[config.mk]
export PLATFORM = sky130hd
export DESIGN_NAME = dram_request_queue
export DESIGN_NICKNAME = d
export VERILOG_FILES = /design/src/rtl/dram_pack.sv /design/src/rtl/dram_req_mem.sv /design/src/rtl/dram_request_queue.sv
export SDC_FILE = /design/constraint.sdc
export NUM_CORES = 1
export LEC_CHECK = 0
export ABC_AREA = 1
export BUFFER_PORTS_ARGS = -buffer_cell sky130_fd_sc_hd__buf_2
export CAP_MARGIN = 0
export CORE_MARGIN = 3
export CORE_UTILIZATION = 56
export CTS_CLUSTER_SIZE = 24
export DETAILED_ROUTE_END_ITERATION = 7
export HOLD_SLACK_MARGIN = 0.1
export PLACE_DENSITY = 0.85
export SETUP_SLACK_MARGIN = 0.15
export SYNTH_ARGS = -nofsm -noshare
export SYNTH_HDL_FRONTEND = slang
export SYNTH_SLANG_ARGS = --single-unit
[constraint.sdc]
create_clock -name CLK -period 7.5 [get_ports CLK]
set_input_delay 0 -clock CLK [delete_from_list [all_inputs] [get_ports CLK]]
set_output_delay 0 -clock CLK [all_outputs]
set_load 0.01 [all_outputs]
[src/rtl/dram_pack.sv]
// rtl/dram_pack.sv - shared DRAM request types and default sizes
package dram_pack;

  localparam int DRAM_WORD_W   = 32;
  localparam int DRAM_RQ_DEPTH = 8;

  typedef struct packed {
    logic                   wen;
    logic [DRAM_WORD_W-1:0] addr;
    logic [DRAM_WORD_W-1:0] data;
  } dram_req_t;

endpackage

[src/rtl/dram_req_mem.sv]
// rtl/dram_req_mem.sv - request storage array, one write port, head and lookahead read ports
module dram_req_mem
  import dram_pack::*;
#(
  parameter int DEPTH = DRAM_RQ_DEPTH,
  parameter int PTR_W = $clog2(DEPTH)
) (
  input  logic             clk,
  input  logic             we,
  input  logic [PTR_W-1:0] waddr,
  input  dram_req_t        wdata,
  input  logic [PTR_W-1:0] raddr_hd,
  input  logic [PTR_W-1:0] raddr_ft,
  output dram_req_t        rdata_hd,
  output dram_req_t        rdata_ft
);

  dram_req_t mem_q [DEPTH];
  dram_req_t mem_d [DEPTH];

  // Entries are never cleared; validity is tracked by the queue's count.
  always_comb begin
    mem_d = mem_q;
    if (we) begin
      mem_d[waddr] = wdata;
    end
  end

  always_ff @(posedge clk) begin
    mem_q <= mem_d;
  end

  assign rdata_hd = mem_q[raddr_hd];
  assign rdata_ft = mem_q[raddr_ft];

endmodule

[src/rtl/dram_request_queue.sv]
// rtl/dram_request_queue.sv - in-order DRAM request FIFO with head, lookahead and completion callback
module dram_request_queue
  import dram_pack::*;
#(
  parameter int WORD_W = DRAM_WORD_W,
  parameter int DEPTH  = DRAM_RQ_DEPTH
) (
  input  logic                       CLK,
  input  logic                       nRST,
  input  logic                       dREN,
  input  logic                       dWEN,
  input  logic [WORD_W-1:0]          memaddr,
  input  logic [WORD_W-1:0]          memstore,
  output logic                       dwait,
  output logic                       rq_valid,
  output logic                       rq_wen,
  output logic [WORD_W-1:0]          ramaddr_rq,
  output logic [WORD_W-1:0]          ramstore_rq,
  output logic                       rq_ft_valid,
  output logic                       rq_ft_wen,
  output logic [WORD_W-1:0]          ramaddr_rq_ft,
  output logic [WORD_W-1:0]          ramstore_rq_ft,
  input  logic                       request_done,
  output logic                       callback_valid,
  output logic                       callback_wen,
  output logic [WORD_W-1:0]          memaddr_callback,
  output logic [$clog2(DEPTH):0]     occupancy
);

  localparam int PTR_W = $clog2(DEPTH);
  localparam int CNT_W = PTR_W + 1;

  logic [PTR_W-1:0]  wr_ptr_q, wr_ptr_d;
  logic [PTR_W-1:0]  rd_ptr_q, rd_ptr_d;
  logic [PTR_W-1:0]  rd_ptr_ft;
  logic [CNT_W-1:0]  count_q, count_d;
  logic              cb_valid_q, cb_valid_d;
  logic              cb_wen_q, cb_wen_d;
  logic [WORD_W-1:0] cb_addr_q, cb_addr_d;

  logic      push;
  logic      pop;
  dram_req_t wr_req;
  dram_req_t head;
  dram_req_t ft;

  // Full is taken from the registered count only, so a same-cycle pop never frees a slot.
  assign dwait     = (count_q == CNT_W'(DEPTH));
  assign rq_valid  = (count_q >= CNT_W'(1));
  assign rq_ft_valid = (count_q >= CNT_W'(2));
  assign push      = (dREN | dWEN) & ~dwait;
  assign pop       = request_done & rq_valid;
  assign rd_ptr_ft = rd_ptr_q + PTR_W'(1);

  always_comb begin
    wr_req      = '0;
    wr_req.wen  = dWEN;
    wr_req.addr = memaddr;
    wr_req.data = memstore;
  end

  dram_req_mem #(
    .DEPTH (DEPTH),
    .PTR_W (PTR_W)
  ) u_mem (
    .clk      (CLK),
    .we       (push),
    .waddr    (wr_ptr_q),
    .wdata    (wr_req),
    .raddr_hd (rd_ptr_q),
    .raddr_ft (rd_ptr_ft),
    .rdata_hd (head),
    .rdata_ft (ft)
  );

  assign rq_wen         = head.wen;
  assign ramaddr_rq     = head.addr;
  assign ramstore_rq    = head.data;
  assign rq_ft_wen      = ft.wen;
  assign ramaddr_rq_ft  = ft.addr;
  assign ramstore_rq_ft = ft.data;

  always_comb begin
    wr_ptr_d   = wr_ptr_q;
    rd_ptr_d   = rd_ptr_q;
    count_d    = count_q;
    cb_valid_d = pop;
    cb_wen_d   = cb_wen_q;
    cb_addr_d  = cb_addr_q;
    if (push) begin
      wr_ptr_d = wr_ptr_q + PTR_W'(1);
    end
    if (pop) begin
      rd_ptr_d  = rd_ptr_q + PTR_W'(1);
      cb_wen_d  = head.wen;
      cb_addr_d = head.addr;
    end
    case ({push, pop})
      2'b10:   count_d = count_q + CNT_W'(1);
      2'b01:   count_d = count_q - CNT_W'(1);
      default: count_d = count_q;
    endcase
  end

  always_ff @(posedge CLK) begin
    if (!nRST) begin
      wr_ptr_q   <= '0;
      rd_ptr_q   <= '0;
      count_q    <= '0;
      cb_valid_q <= 1'b0;
      cb_wen_q   <= 1'b0;
      cb_addr_q  <= '0;
    end else begin
      wr_ptr_q   <= wr_ptr_d;
      rd_ptr_q   <= rd_ptr_d;
      count_q    <= count_d;
      cb_valid_q <= cb_valid_d;
      cb_wen_q   <= cb_wen_d;
      cb_addr_q  <= cb_addr_d;
    end
  end

  assign callback_valid   = cb_valid_q;
  assign callback_wen     = cb_wen_q;
  assign memaddr_callback = cb_addr_q;
  assign occupancy        = count_q;

endmodule

==> flow_summary.ini <==
[status]
status = finished clean

[synth]
synth-xor-area-share_pct = 0.0892
synth_fa_ha_area_share_pct = 0.312
yosys.area.top_type = edfxtp_1
yosysWarningCount = 0
async_flop_share_pct = 0
synth_seq_area_share_pct = 58.8
syn_area_per_cell_sq_um = 9.23
synth_commonest_cells = nand2_1 (566), edfxtp_1 (520), inv_1 (504)
syn_area_sq_mm = 0.0281
synth-simple-area-share_pct = 13.5
synth.area.top_cells = edfxtp_1 (56%), nand2_1 (7.6%), inv_1 (6.7%)
synth_compound_area_share_pct = 16.0
synthMuxAreaShare_pct = 0
ys_seq_elements = 564
synth_top_area_share_pct = 55.7
synthFlopType = edfxtp_1
ys_types = 27
synthMostInstantiatedCell = nand2_1
syn-num-nets = 3115
syn_inst = 3039
synth_top_family_by_area = compound AO/OA/AOI/OAI gates
synth_edf_count = 520

[drt]
ant_nets = 0
drt_pass1_iterations = 7
drt_iter0_drc = 2743
drt-total-wl_mm = 72.3
dr_total_vias = 22600
avgViaCountPerCell = 5.74
drcViolationCount = 0
routedWlPerCell_microns = 18.4

[floorplanning]
dieArea_sq_mm = 0.0528
die_w_microns = 230
die_y_microns = 230
rows = 81
core_area_sq_mm = 0.0493
start_util_pct = 57.0
ios = 240

[sta]
finalHoldViolCount = 0
fmax_mhz = 259
slew_headroom_pct = 17.1
tightest_slew_ps = 1240
rsz0062_at_grt = false
tns_ps = 0
drv_slew = 0
hold_ws_ps = 205
post-route-period-util_pct = 51.5
skew_ps = 21.8
final.min_clock_period_ps = 3860
setup_viol_count_final = 0

[clock_network]
insertion_delay_ps = 610
cts-root-buf = clkbuf_16
cts_resized = 0
tritoncts = built
clockBufferDepth = 3
numCtsBuffers = 58
cts_sinks = 564
htree_levels = 2
clkSlewWorstSetupHoldPaths_ps = 60

[global_route]
grt_pass1_vias = 21700
grt_pass1_wl_mm = 113
antenna_found_initial = 2
grt_use_total_pct = 26.8
grt_max_degree = 260
grt_overflow = 0

[critical_path]
crit_arrival_ps = 3860
crit_type = flip-flop to primary output
critPathRequiredTime_ps = 7500
worstPathMaxFanout = 77
start_kind = flip-flop
critPathCaptureType = primary output

[power]
p_leak_uw = 0.0133
ir_drop_mv = 0.288
powerDensity_mw_per_mm2 = 376

[cells_and_area]
syn2layout_area_growth_pct = 13.4
layout-drive-gt1-share_pct = 11.3
nets = 3299
fill_cells = 3670
design_area_sq_mm = 0.0318

[run]
maxCapViolations = 0

[place]
dp_hpwl_mm = 39.4
io_buffers = 239
dpl_cell_area_sq_mm = 0.0292
routabilityCongestion = 0.818

[min_path]
hold_class = input port to flip-flop
-- state kept, by name, indices dropped and copies added, names as in the netlist --
signal / count
u_mem.mem_q: 520
memaddr_callback: 32
occupancy: 4
rd_ptr_q: 3
wr_ptr_q: 3
callback_valid: 1
callback_wen: 1
-- path summary, 6_finish.rpt --
kind	startpoint	slack (ps)	cells past startpoint	endpoint
max	rd_ptr_q[1]	3640	8	ramaddr_rq_ft[14]
min	memstore[22]	210	2	u_mem.mem_q[87]
max reg2reg	occupancy[1]	3980	8	u_mem.mem_q[484]
min reg2reg	memaddr_callback[8]	510	4	memaddr_callback[8]
-- layer usage --
metal / vias up / part of all wire (%) / GRT usage, % / wire [microns]
met3: 236 / 9.0 / 3.89 / 6500
met4: 0 / 4.2 / 14.2 / 3040
met5: - / 0 / 0 / 0
met2: 1255 / 48 / 44.0 / 34500
li1: 10600 / - / - / -
met1: 10500 / 39 / 34.7 / 28300
-- through the flow --
| step | util [%] | worst slack, ps | std cells | power, uW |
|---|---|---|---|---|
| after floorplan | - | 1370 | 3039 | 7420 |
| after global placement | 59.3 | 4020 | 3759 | 8880 |
| after detailed placement | 59.3 | 3990 | 3759 | 8980 |
| after CTS | 64.6 | 3590 | 3932 | 11900 |
| after global routing | 64.6 | 3420 | 3934 | 12700 |
| final | 64.6 | 3640 | 3935 | 12000 |
-- logic make-up (layout without fill, tap and decap cells) --
family	after synthesis	count (layout)
AND/OR/NAND/NOR	919	919
AO/OA/AOI/OAI	826	826
buffers and inverters	721	950
flip-flops	564	564
adder cells (fa/ha/maj)	7	7
XOR/XNOR	2	2
other	0	3
-- power by group --
part	switching (uW)	internal, uW	leakage, uW
Sequential	157	3690	0.00511
Combinational	3460	1730	0.00724
Clock	1190	1730	0.000936
Total	4810	7160	0.0133
-- what timing repair did --
| action | 4_1_cts | 5_1_grt |
|---|---|---|
| hold buffers | 68 | 0 |
| endpoints found under the hold margin | 560 | 0 |
| buffers inserted | 0 | 0 |
-- critical path, stage by stage (launching register included) --
cell and delay (ps):
dfxtp_4 460, ha_4 920, inv_2 570, buf_4 470, a21oi_1 200, o21ai_0 150
nand3_1 150, o21a_1 130, buf_2 120
-- cell type report --
class	count	area, sq um	area share [%]
multi-input combinational	1754	8490	26.7
inverter	508	1920	6.03
clock inverter	29	319	1.00
timing repair buffer	337	2140	6.73
sequential	564	16500	51.9
clock buffer	76	1600	5.03
tap	664	831	2.61
antenna	3	7.51	0.0236
-- layout by cell type, fill, tap and decap left out, types with 7 or more instances in the layout --
master | netlist | layout
o21ai_1 | 48 | 48
buf_2 | 70 | 239
edfxtp_1 | 520 | 520
nand2_1 | 566 | 566
a21oi_1 | 300 | 300
o21a_1 | 65 | 65
dfxtp_1 | 44 | 41
o211ai_1 | 65 | 65
clkinv_1 | 2 | 12
clkbuf_1 | 77 | 11
dlygate4sd3_1 | 0 | 68
o21ai_0 | 316 | 316
nand3_1 | 265 | 265
clkbuf_16 | 0 | 59
bufinv_16 | 0 | 7
clkinv_2 | 0 | 7
o22ai_1 | 32 | 32
inv_1 | 504 | 503
nor2_1 | 78 | 74
buf_4 | 8 | 27
Power figures use the tool's default switching activity.
